`src/rtl/dlau_pkg.sv`:
```
// Shared DLAU definitions: sequencer state encoding, default geometry and fp16 constants.
package dlau_pkg;

  localparam int unsigned DLAU_WIDTH  = 16;
  localparam int unsigned DLAU_TILE   = 32;
  localparam int unsigned DLAU_ADDR_W = 5;
  localparam int unsigned DLAU_CNT_W  = 8;
  localparam int unsigned DLAU_TMR_W  = 16;
  localparam int unsigned DLAU_PERF_W = 32;

  localparam logic [15:0] FP16_ONE = 16'h3C00;

  typedef enum logic [2:0] {
    S_IDLE    = 3'd0,
    S_LOAD    = 3'd1,
    S_COMPUTE = 3'd2,
    S_FLUSH   = 3'd3,
    S_PCLR    = 3'd4,
    S_ACCUM   = 3'd5,
    S_PFINAL  = 3'd6,
    S_DONE    = 3'd7
  } state_e;

endpackage

```
`src/rtl/dlau_cycle_timer.sv`:
```
// Reloadable down-counter used to pace the COMPUTE and ACCUM waits; holds at zero.
module dlau_cycle_timer #(
  parameter int unsigned W = 16
) (
  input  logic         clk,
  input  logic         reset,
  input  logic         load_i,
  input  logic [W-1:0] load_val_i,
  output logic [W-1:0] count_o
);

  logic [W-1:0] count_q, count_d;

  always_comb begin
    count_d = count_q;
    if (load_i) begin
      count_d = load_val_i;
    end else if (count_q != '0) begin
      count_d = count_q - W'(1);
    end
  end

  always_ff @(posedge clk or posedge reset) begin
    if (reset) begin
      count_q <= '0;
    end else begin
      count_q <= count_d;
    end
  end

  assign count_o = count_q;

endmodule

```
`src/rtl/dlau_seq_ctrl.sv`:
```
// DLAU job sequencer: streams weight tiles into BRAM, paces TMMU flush and PSAU accumulate, captures the sum.
// Define DLAU_SEQ_CTRL_PERF_EN to add the perf_cycles busy-cycle counter output.
module dlau_seq_ctrl
  import dlau_pkg::*;
#(
  parameter int unsigned WIDTH          = DLAU_WIDTH,
  parameter int unsigned TILE           = DLAU_TILE,
  parameter int unsigned COMPUTE_CYCLES = 5,
  parameter int unsigned ACCUM_CYCLES   = 6
) (
  input  logic                   clk,
  input  logic                   reset,
  input  logic                   start,
  input  logic                   abort,
  input  logic [DLAU_CNT_W-1:0]  num_tiles,
  input  logic                   wr_valid,
  input  logic [WIDTH-1:0]       wr_data,
  output logic                   wr_ready,
  output logic                   ram_enable,
  output logic [DLAU_ADDR_W-1:0] ram_addr,
  output logic [WIDTH-1:0]       input_data,
  output logic                   reset_tmmu,
  output logic                   reset_psau,
  output logic                   store_psau,
  input  logic [WIDTH-1:0]       psau_out,
  output logic [WIDTH-1:0]       result,
  output logic                   result_valid,
  output logic                   busy,
  output logic [DLAU_CNT_W-1:0]  tile_cnt
`ifdef DLAU_SEQ_CTRL_PERF_EN
  ,
  output logic [DLAU_PERF_W-1:0] perf_cycles
`endif
);

  state_e                 state_q, state_d;
  logic [DLAU_ADDR_W-1:0] idx_q, idx_d;
  logic [DLAU_CNT_W-1:0]  tile_cnt_q, tile_cnt_d;
  logic [DLAU_CNT_W-1:0]  num_tiles_q, num_tiles_d;

  logic                   wr_ready_q, wr_ready_d;
  logic                   ram_enable_q, ram_enable_d;
  logic [DLAU_ADDR_W-1:0] ram_addr_q, ram_addr_d;
  logic [WIDTH-1:0]       input_data_q, input_data_d;
  logic                   reset_tmmu_q, reset_tmmu_d;
  logic                   reset_psau_q, reset_psau_d;
  logic                   store_psau_q, store_psau_d;
  logic [WIDTH-1:0]       result_q, result_d;
  logic                   result_valid_q, result_valid_d;
  logic                   busy_q, busy_d;

  logic                   tmr_load;
  logic [DLAU_TMR_W-1:0]  tmr_val;
  logic [DLAU_TMR_W-1:0]  tmr_count;

  dlau_cycle_timer #(
    .W (DLAU_TMR_W)
  ) u_timer (
    .clk        (clk),
    .reset      (reset),
    .load_i     (tmr_load),
    .load_val_i (tmr_val),
    .count_o    (tmr_count)
  );

  // Next-state logic; every output register is loaded from the next state so it lines up with state_q.
  always_comb begin
    state_d        = state_q;
    idx_d          = idx_q;
    tile_cnt_d     = tile_cnt_q;
    num_tiles_d    = num_tiles_q;
    tmr_load       = 1'b0;
    tmr_val        = '0;
    ram_enable_d   = 1'b0;
    ram_addr_d     = ram_addr_q;
    input_data_d   = input_data_q;
    result_d       = result_q;
    result_valid_d = 1'b0;

    if (abort && (state_q != S_IDLE)) begin
      state_d    = S_IDLE;
      idx_d      = '0;
      tile_cnt_d = '0;
    end else begin
      case (state_q)
        S_IDLE: begin
          if (start && !abort) begin
            idx_d       = '0;
            tile_cnt_d  = '0;
            num_tiles_d = num_tiles;
            state_d     = (num_tiles == '0) ? S_DONE : S_LOAD;
          end
        end
        S_LOAD: begin
          if (wr_valid && wr_ready_q) begin
            ram_enable_d = 1'b1;
            ram_addr_d   = idx_q;
            input_data_d = wr_data;
            if (idx_q == DLAU_ADDR_W'(TILE - 1)) begin
              idx_d    = '0;
              state_d  = S_COMPUTE;
              tmr_load = 1'b1;
              tmr_val  = DLAU_TMR_W'(COMPUTE_CYCLES - 1);
            end else begin
              idx_d = idx_q + DLAU_ADDR_W'(1);
            end
          end
        end
        S_COMPUTE: begin
          if (tmr_count == '0) begin
            state_d    = S_FLUSH;
            tile_cnt_d = tile_cnt_q + DLAU_CNT_W'(1);
          end
        end
        S_FLUSH: begin
          // tile_cnt_q already holds the incremented count here
          state_d = (tile_cnt_q < num_tiles_q) ? S_LOAD : S_PCLR;
        end
        S_PCLR: begin
          state_d  = S_ACCUM;
          tmr_load = 1'b1;
          tmr_val  = DLAU_TMR_W'(ACCUM_CYCLES - 1);
        end
        S_ACCUM: begin
          if (tmr_count == '0) begin
            state_d        = S_PFINAL;
            result_d       = psau_out;
            result_valid_d = 1'b1;
          end
        end
        S_PFINAL: state_d = S_DONE;
        S_DONE:   state_d = S_IDLE;
        default:  state_d = S_IDLE;
      endcase
    end

    wr_ready_d   = (state_d == S_LOAD);
    reset_tmmu_d = (state_d == S_FLUSH);
    reset_psau_d = (state_d == S_PCLR) || (state_d == S_PFINAL);
    store_psau_d = (state_d == S_ACCUM);
    busy_d       = (state_d != S_IDLE);
  end

  always_ff @(posedge clk or posedge reset) begin
    if (reset) begin
      state_q        <= S_IDLE;
      idx_q          <= '0;
      tile_cnt_q     <= '0;
      num_tiles_q    <= '0;
      wr_ready_q     <= 1'b0;
      ram_enable_q   <= 1'b0;
      ram_addr_q     <= '0;
      input_data_q   <= '0;
      reset_tmmu_q   <= 1'b0;
      reset_psau_q   <= 1'b0;
      store_psau_q   <= 1'b0;
      result_q       <= '0;
      result_valid_q <= 1'b0;
      busy_q         <= 1'b0;
    end else begin
      state_q        <= state_d;
      idx_q          <= idx_d;
      tile_cnt_q     <= tile_cnt_d;
      num_tiles_q    <= num_tiles_d;
      wr_ready_q     <= wr_ready_d;
      ram_enable_q   <= ram_enable_d;
      ram_addr_q     <= ram_addr_d;
      input_data_q   <= input_data_d;
      reset_tmmu_q   <= reset_tmmu_d;
      reset_psau_q   <= reset_psau_d;
      store_psau_q   <= store_psau_d;
      result_q       <= result_d;
      result_valid_q <= result_valid_d;
      busy_q         <= busy_d;
    end
  end

  assign wr_ready     = wr_ready_q;
  assign ram_enable   = ram_enable_q;
  assign ram_addr     = ram_addr_q;
  assign input_data   = input_data_q;
  assign reset_tmmu   = reset_tmmu_q;
  assign reset_psau   = reset_psau_q;
  assign store_psau   = store_psau_q;
  assign result       = result_q;
  assign result_valid = result_valid_q;
  assign busy         = busy_q;
  assign tile_cnt     = tile_cnt_q;

`ifdef DLAU_SEQ_CTRL_PERF_EN
  logic [DLAU_PERF_W-1:0] perf_q, perf_d;

  // The accepting start cycle counts as the first cycle of the job.
  always_comb begin
    perf_d = perf_q;
    if ((state_q == S_IDLE) && start && !abort) begin
      perf_d = DLAU_PERF_W'(1);
    end else if ((state_q != S_IDLE) && (perf_q != '1)) begin
      perf_d = perf_q + DLAU_PERF_W'(1);
    end
  end

  always_ff @(posedge clk or posedge reset) begin
    if (reset) begin
      perf_q <= '0;
    end else begin
      perf_q <= perf_d;
    end
  end

  assign perf_cycles = perf_q;
`endif

endmodule

```
`config.mk`:
```
export PLATFORM = sky130hd
export DESIGN_NAME = dlau_seq_ctrl
export DESIGN_NICKNAME = d
export VERILOG_FILES = /design/src/rtl/dlau_pkg.sv /design/src/rtl/dlau_cycle_timer.sv /design/src/rtl/dlau_seq_ctrl.sv
export SDC_FILE = /design/constraint.sdc
export NUM_CORES = 1
export LEC_CHECK = 0
export ABC_AREA = 1
export CAP_MARGIN = 20
export CORE_UTILIZATION = 45
export CTS_CLUSTER_DIAMETER = 100
export DETAILED_ROUTE_END_ITERATION = 16
export PLACE_DENSITY = 0.84
export SLEW_MARGIN = 20
export SYNTH_ARGS = -nofsm -noshare
export SYNTH_HDL_FRONTEND = slang
export SYNTH_SLANG_ARGS = --single-unit
```
`constraint.sdc`:
```
create_clock -name clk -period 4.75 [get_ports clk]
set_input_delay 0.7125 -clock clk [delete_from_list [all_inputs] [get_ports clk]]
set_output_delay 0.7125 -clock clk [all_outputs]
set_load 0.01 [all_outputs]
```
# After elaboration in Yosys (flattened, before gate mapping)
# Index checks and enable logic that the tools add are counted.
# word_totals
inputBits	45
regBits	84
wordCells	89
# classes
n_mux	34
reduce_logical	19
add_sub_neg	3
bitwise_logic	1
n_eq_ne	16
n_lt_le_gt_ge	1
# ops
operator	count
$mux 3	11
$mux 16	2
$mux 8	3
$pmux 3 s8	1
$eq 3x3->1 const B	7
$mux 5	4
$logic_not 16->1	1
$pmux 8 s2	1
$reduce_bool 16->1	1
$sub 16x1->16 const B	1
$reduce_and 3->1	5
$reduce_bool 3->1	4
$pmux 5 s2	1
$eq 3x2->1 const B	3
$mux 1	9
$ne 3x3->1 const B	3
$add 8x1->8 const B	1
$logic_not 8->1	1
$lt 8x8->1	1
$eq 3x1->1 const B	2
$pmux 3 s2	1
$add 5x1->5 const B	1
$eq 5x5->1 const B	1
$logic_and 1x1->1	3
other kinds (6)	6

# Longest topological paths before layout
# depth
word_depth	7
depth_mapped	13

# Modules after synthesis
# From an unflattened synthesis, not the netlist that was laid out.
# unflattened
hier_cells	571
hier_area_um2	4351.7
# by_module_without_submodules
module	seq_area_each_um2	n_inst	area_per_inst_um2	cells_each
dlau_seq_ctrl	1701.6	1	3206.8	394
dlau_cycle_timer	400.4	1	1144.8	177

# Worst setup path after synthesis
# Ideal clock, no wire load.
# synth_timing
path_type	input -> register
start	in abort
end	reg store_psau_q, in the netlist store_psau
t_arrival_ns	1.737
stages	10
setup_slack_ns	2.941
path_cell_list	buf_4 -> inv_1 -> nand2_1 -> nor2_2 -> inv_1 -> nor2_1 -> nor2_2 -> inv_1 -> nand2_1 -> nor2_1
# synth_via
elab_chain_len	6
word_cells_on_any_way	7
cone_classes	eq/ne: 1; mux: 3; reduce/logical: 3
# synth_lines
item	line	text
from (decl)	dlau_seq_ctrl.sv:14	input logic abort,
$logic_not 1->1	dlau_seq_ctrl.sv:87	if (start && !abort) begin
$logic_and 1x1->1	dlau_seq_ctrl.sv:87	
$mux 3	dlau_seq_ctrl.sv:87	
$pmux 3 s8	dlau_seq_ctrl.sv:85	case (state_q)
$mux 3 *	dlau_seq_ctrl.sv:80	if (abort && (state_q != S_IDLE)) begin
named net state_d[1]	dlau_seq_ctrl.sv:36	state_e state_q, state_d;
$eq 3x3->1 *	dlau_seq_ctrl.sv:140	store_psau_d = (state_d == S_ACCUM);
named net store_psau_d	dlau_seq_ctrl.sv:47	logic store_psau_q, store_psau_d;
to (signal assigned)	dlau_seq_ctrl.sv:171	store_psau_q <= store_psau_d;
to (decl)	dlau_seq_ctrl.sv:47	
# Mark *: on every way through the listed nets, which the timed path passes. The rest lies on a longest branch.
# A chain may end at the register's enable or synchronous reset.

# Final worst setup path
# layout_timing
start	in abort
end	reg u_timer.count_q[6], in the netlist u_timer.count_o[6]
# layout_via
elab_chain_len	3
word_cells_on_any_way	4
cone_classes	mux: 2; reduce/logical: 2
# layout_lines
item	line	text
$logic_and 1x1->1 *	dlau_seq_ctrl.sv:80	
$mux 1 *	dlau_seq_ctrl.sv:80	
$mux 16 / $reduce_bool 2->1 (equally long branches)	n/a	
to (signal assigned)	dlau_cycle_timer.sv:27	count_q <= count_d;
to (decl)	dlau_cycle_timer.sv:12	logic [W-1:0] count_q, count_d;
# Every way passes the cells marked *; elsewhere a longest branch is shown, timed or not.

==> flow_summary.yaml <==
status:
  status: "finished, final reports clean"
power:
  p_leak_nw: 2.627
  power_density_mw_per_mm2: 439.3
  sw_frac_of_total_pct: 37.75
  internal-power_w: 0.001446
  p_comb_share_pct: 35.6
  pwr-share-clk_pct: 20.0
  p_total_w: 0.002324
  pwr-share-seq_pct: 44.4
  p_sw_w: 0.0008771
  peakVddDrop_uv: 201.8
synthesis:
  ys_seq_area_share_pct: 51.74
  synth_most_common_cell: "nand2_1"
  synth_edf_count: 0
  synth_largest_area_cell: "dfrtp_1"
  async_flop_share_pct: 100.0
  syn_area_per_cell_um2: 8.109
  synth_commonest_cells: "nand2_1 (178), dfrtp_1 (84), inv_1 (55), nor2_1 (40), o21ai_0 (30)"
  synth_top_flop_cell: "dfrtp_1"
  ys_types: 35
  synth_top_cell_area_share_pct: 51.74
  ys_seq_elements: 84
  synth_cells: 501
  synthTopCellsByArea: "dfrtp_1 (52%), nand2_1 (16%), inv_1 (5.1%)"
  yosys_warnings: 0
  synth_area_mm2: 0.004063
  syn-num-nets: 558
critical_path:
  slowest_stage: "clkdlybuf4s50_1"
  setup.worst_path.end_class: "flop"
  crit_type: "in -> reg"
  rr_startpoint: "u_timer.count_o[0]$_DFFE_PP0P_"
  r2r-end: "result[10]$_DFFE_PP0P_"
  cp.required_ns: 5.05
  slowest_delay_ns: 0.78
  worst_r2r_path_depth: 10
  crit_chain: "clkdlybuf4s50_1 -> inv_1 -> nand3_1 -> inv_1 -> a21oi_2 -> inv_1 -> a21oi_1 -> o21ai_0 -> inv_1"
  worstSetupStartpointType: "primary input"
  crit_family: "buffers and inverters"
  reg2reg_slack_ns: 2.65
  path_buf_inv: 5
  crit_fanout: 11
  crit_path_frequent_cell: "inv_1"
  cp_num_cells: 9
  cp.arrival_ns: 2.86
place:
  port_buffers: 96
  postPlaceCellArea_mm2: 0.005112
  pre_cts_slack_ns: 1.831
  post-dp-hpwl_mm: 6.825
  routabilityCongestion: 0.8511
clock_tree:
  cts_max_level: 3
  clk_latency_ns: 0.36
  cts_inserted_buffers: 9
  cts_tree: "yes"
  cts_setup_buffers: 0
  holdBufCountCts: 0
  cts.path.max_buffers: 2
  cts.repair.resized: 0
  clk_pin_slew_ns: 0.09
  cts_root_buffer: "clkbuf_8"
  clock-sinks: 84
drt:
  viasPerCell: 5.024
  drc_errors: 0
  routed_wl_mm: 9.188
  wl_per_cell_um: 12.89
  dr.pass1.iters: 4
  num_vias: 3582
  ant_nets: 0
  drtIter0Drc: 152
sta:
  fmaxAchievable_mhz: 390.7
  setup_violations: 0
  clock_skew_ns: 0.01147
  final-hold-violation-count: 0
  setup_tns_ns: 0
  rsz0062_at_grt: "no"
  worstMarginPinSlew_ns: 0.9239
  report.final.slew_viol_count: 0
  slew_headroom_pct: 38.34
  fin_crit_ns: 2.560
  min_period_over_period_pct: 53.89
  setup_slack_ns: 2.190
global_routing:
  busiest_layer: "met2"
  grt_overflow_total: 0
  grt_pass1_vias: 3614
  grt_use_total_pct: 20.49
  grt_max_degree: 57
  antenna_found_initial: 0
  grt_use_met1_pct: 23.61
  use_met3_pct: 3.396
  grt_pass1_wl_mm: 15.67
  grt_use_met2_pct: 37.00
cells_and_area:
  antenna_cells: 0
  layout-drive-gt1-share_pct: 6.942
  nFillCells: 713
  nets: 657
  multi_input_area_mm2: 0.001679
  syn2layout_area_growth_pct: 30.18
  seqCellArea_mm2: 0.002102
  postLayoutCellArea_mm2: 0.005289
floorplanning:
  core_area_mm2: 0.008721
  dieHeight_um: 97.02
  fp-row-count: 34
  io_pins: 97
  die_area_mm2: 0.009412
  dieWidth_um: 97.02
  start_util_pct: 46.59
worst_hold_path:
  hp-class: "reg -> reg"
  min_from: "input_data[9]$_DFFE_PP0P_"
  holdPathEnd: "input_data[9]$_DFFE_PP0P_"
  hold_depth: 2
run:
  drv_cap: 0
per-stage QoR:
step | utilization, % | hold WS (ns) | cells
finish | 60.65 | 0.4773 | 713
global route | 60.65 | 0.5092 | 713
global placement | 58.62 | 0.4536 | 697
floorplan | - | 0.4422 | 501
detailed placement | 58.62 | 0.4587 | 697
CTS | 60.65 | 0.4810 | 713
registers in the layout (all words and copies together) (netlist names), 3 cells and up:
signal	flops
u_timer.count_o	16
idx_q	5
result	16
tile_cnt	8
num_tiles_q	8
state_q	3
input_data	16
ram_addr	5
cells by family (layout without fill, tap and decap cells):
family          count (synthesis)  in the layout  share of synthesized area (%)
compound gates                 57             57                          7.515
fa+ha+maj                      12             12                          3.696
flops                          84             84                          51.74
xor+xnor                        4              4                         0.8625
simple gates                  275            275                          29.26
buf+inv                        69            173                          6.929
metal layers:
| layer | vias up | wire length [um] |
|---|---|---|
| li1 | 1773 | - |
| met1 | 1707 | 3869 |
| met2 | 80 | 4786 |
| met3 | 22 | 305 |
| met4 | 0 | 228 |
| met5 | - | 0 |
layout make-up:
class,count,share of cell area [%]
clock inverters,6,0.9226
repair buffers,97,18.31
flip-flops and latches,84,39.74
multi-input cells,348,31.75
well taps,108,2.555
inverters,60,4.306
clock buffers,10,2.413
cells in the final DEF (no fill, tap or decap), types with 3 or more instances in the layout:
cell             instances
dfrtp_1                 84
inv_1                   54
nand2_2                  3
nor3_1                  10
nand3_1                 15
nand4_1                  8
clkinvlp_4               3
o21ai_0                 30
ha_1                    12
clkdlybuf4s50_1         96
nand2_1                178
nor2_1                  40
inv_2                    3
a21oi_1                 18
clkbuf_8                 9
nor2_2                   8
worst reg2reg max path, stage by stage (launching register included):
cell	delay [ns]
dfrtp_1	0.39
inv_1	0.11
ha_1	0.25
nand2_1	0.09
nor2_2	0.06
nand2_4	0.10
clkinv_2	0.08
nand2_4	0.18
clkinv_1	0.46
nand2_1	0.21
nand2_1	0.07
worst max path at each step:
stage                     startpoint                        endpoint  slack (ns)
after floorplan                reset                  busy$_DFF_PP0_        1.87
after global placement         abort  u_timer.count_o[4]$_DFFE_PP0P_        1.98
after detailed placement       abort  u_timer.count_o[6]$_DFFE_PP0P_        1.83
after CTS                      abort  u_timer.count_o[6]$_DFFE_PP0P_        2.20
after global routing           abort            store_psau$_DFF_PP0_        2.03
final                          abort  u_timer.count_o[6]$_DFFE_PP0P_        2.19
power groups by stage:
stage                     sequential [W]  combinational, W  clock [W]
after floorplan                  0.00105          0.000483          0
after global placement           0.00103          0.000790          0
after detailed placement         0.00104          0.000825          0
after CTS                        0.00103          0.000831   0.000471
after global routing             0.00105          0.000926   0.000499
final                            0.00103          0.000827   0.000466
Note: power is estimated with default switching activity, not from simulation.
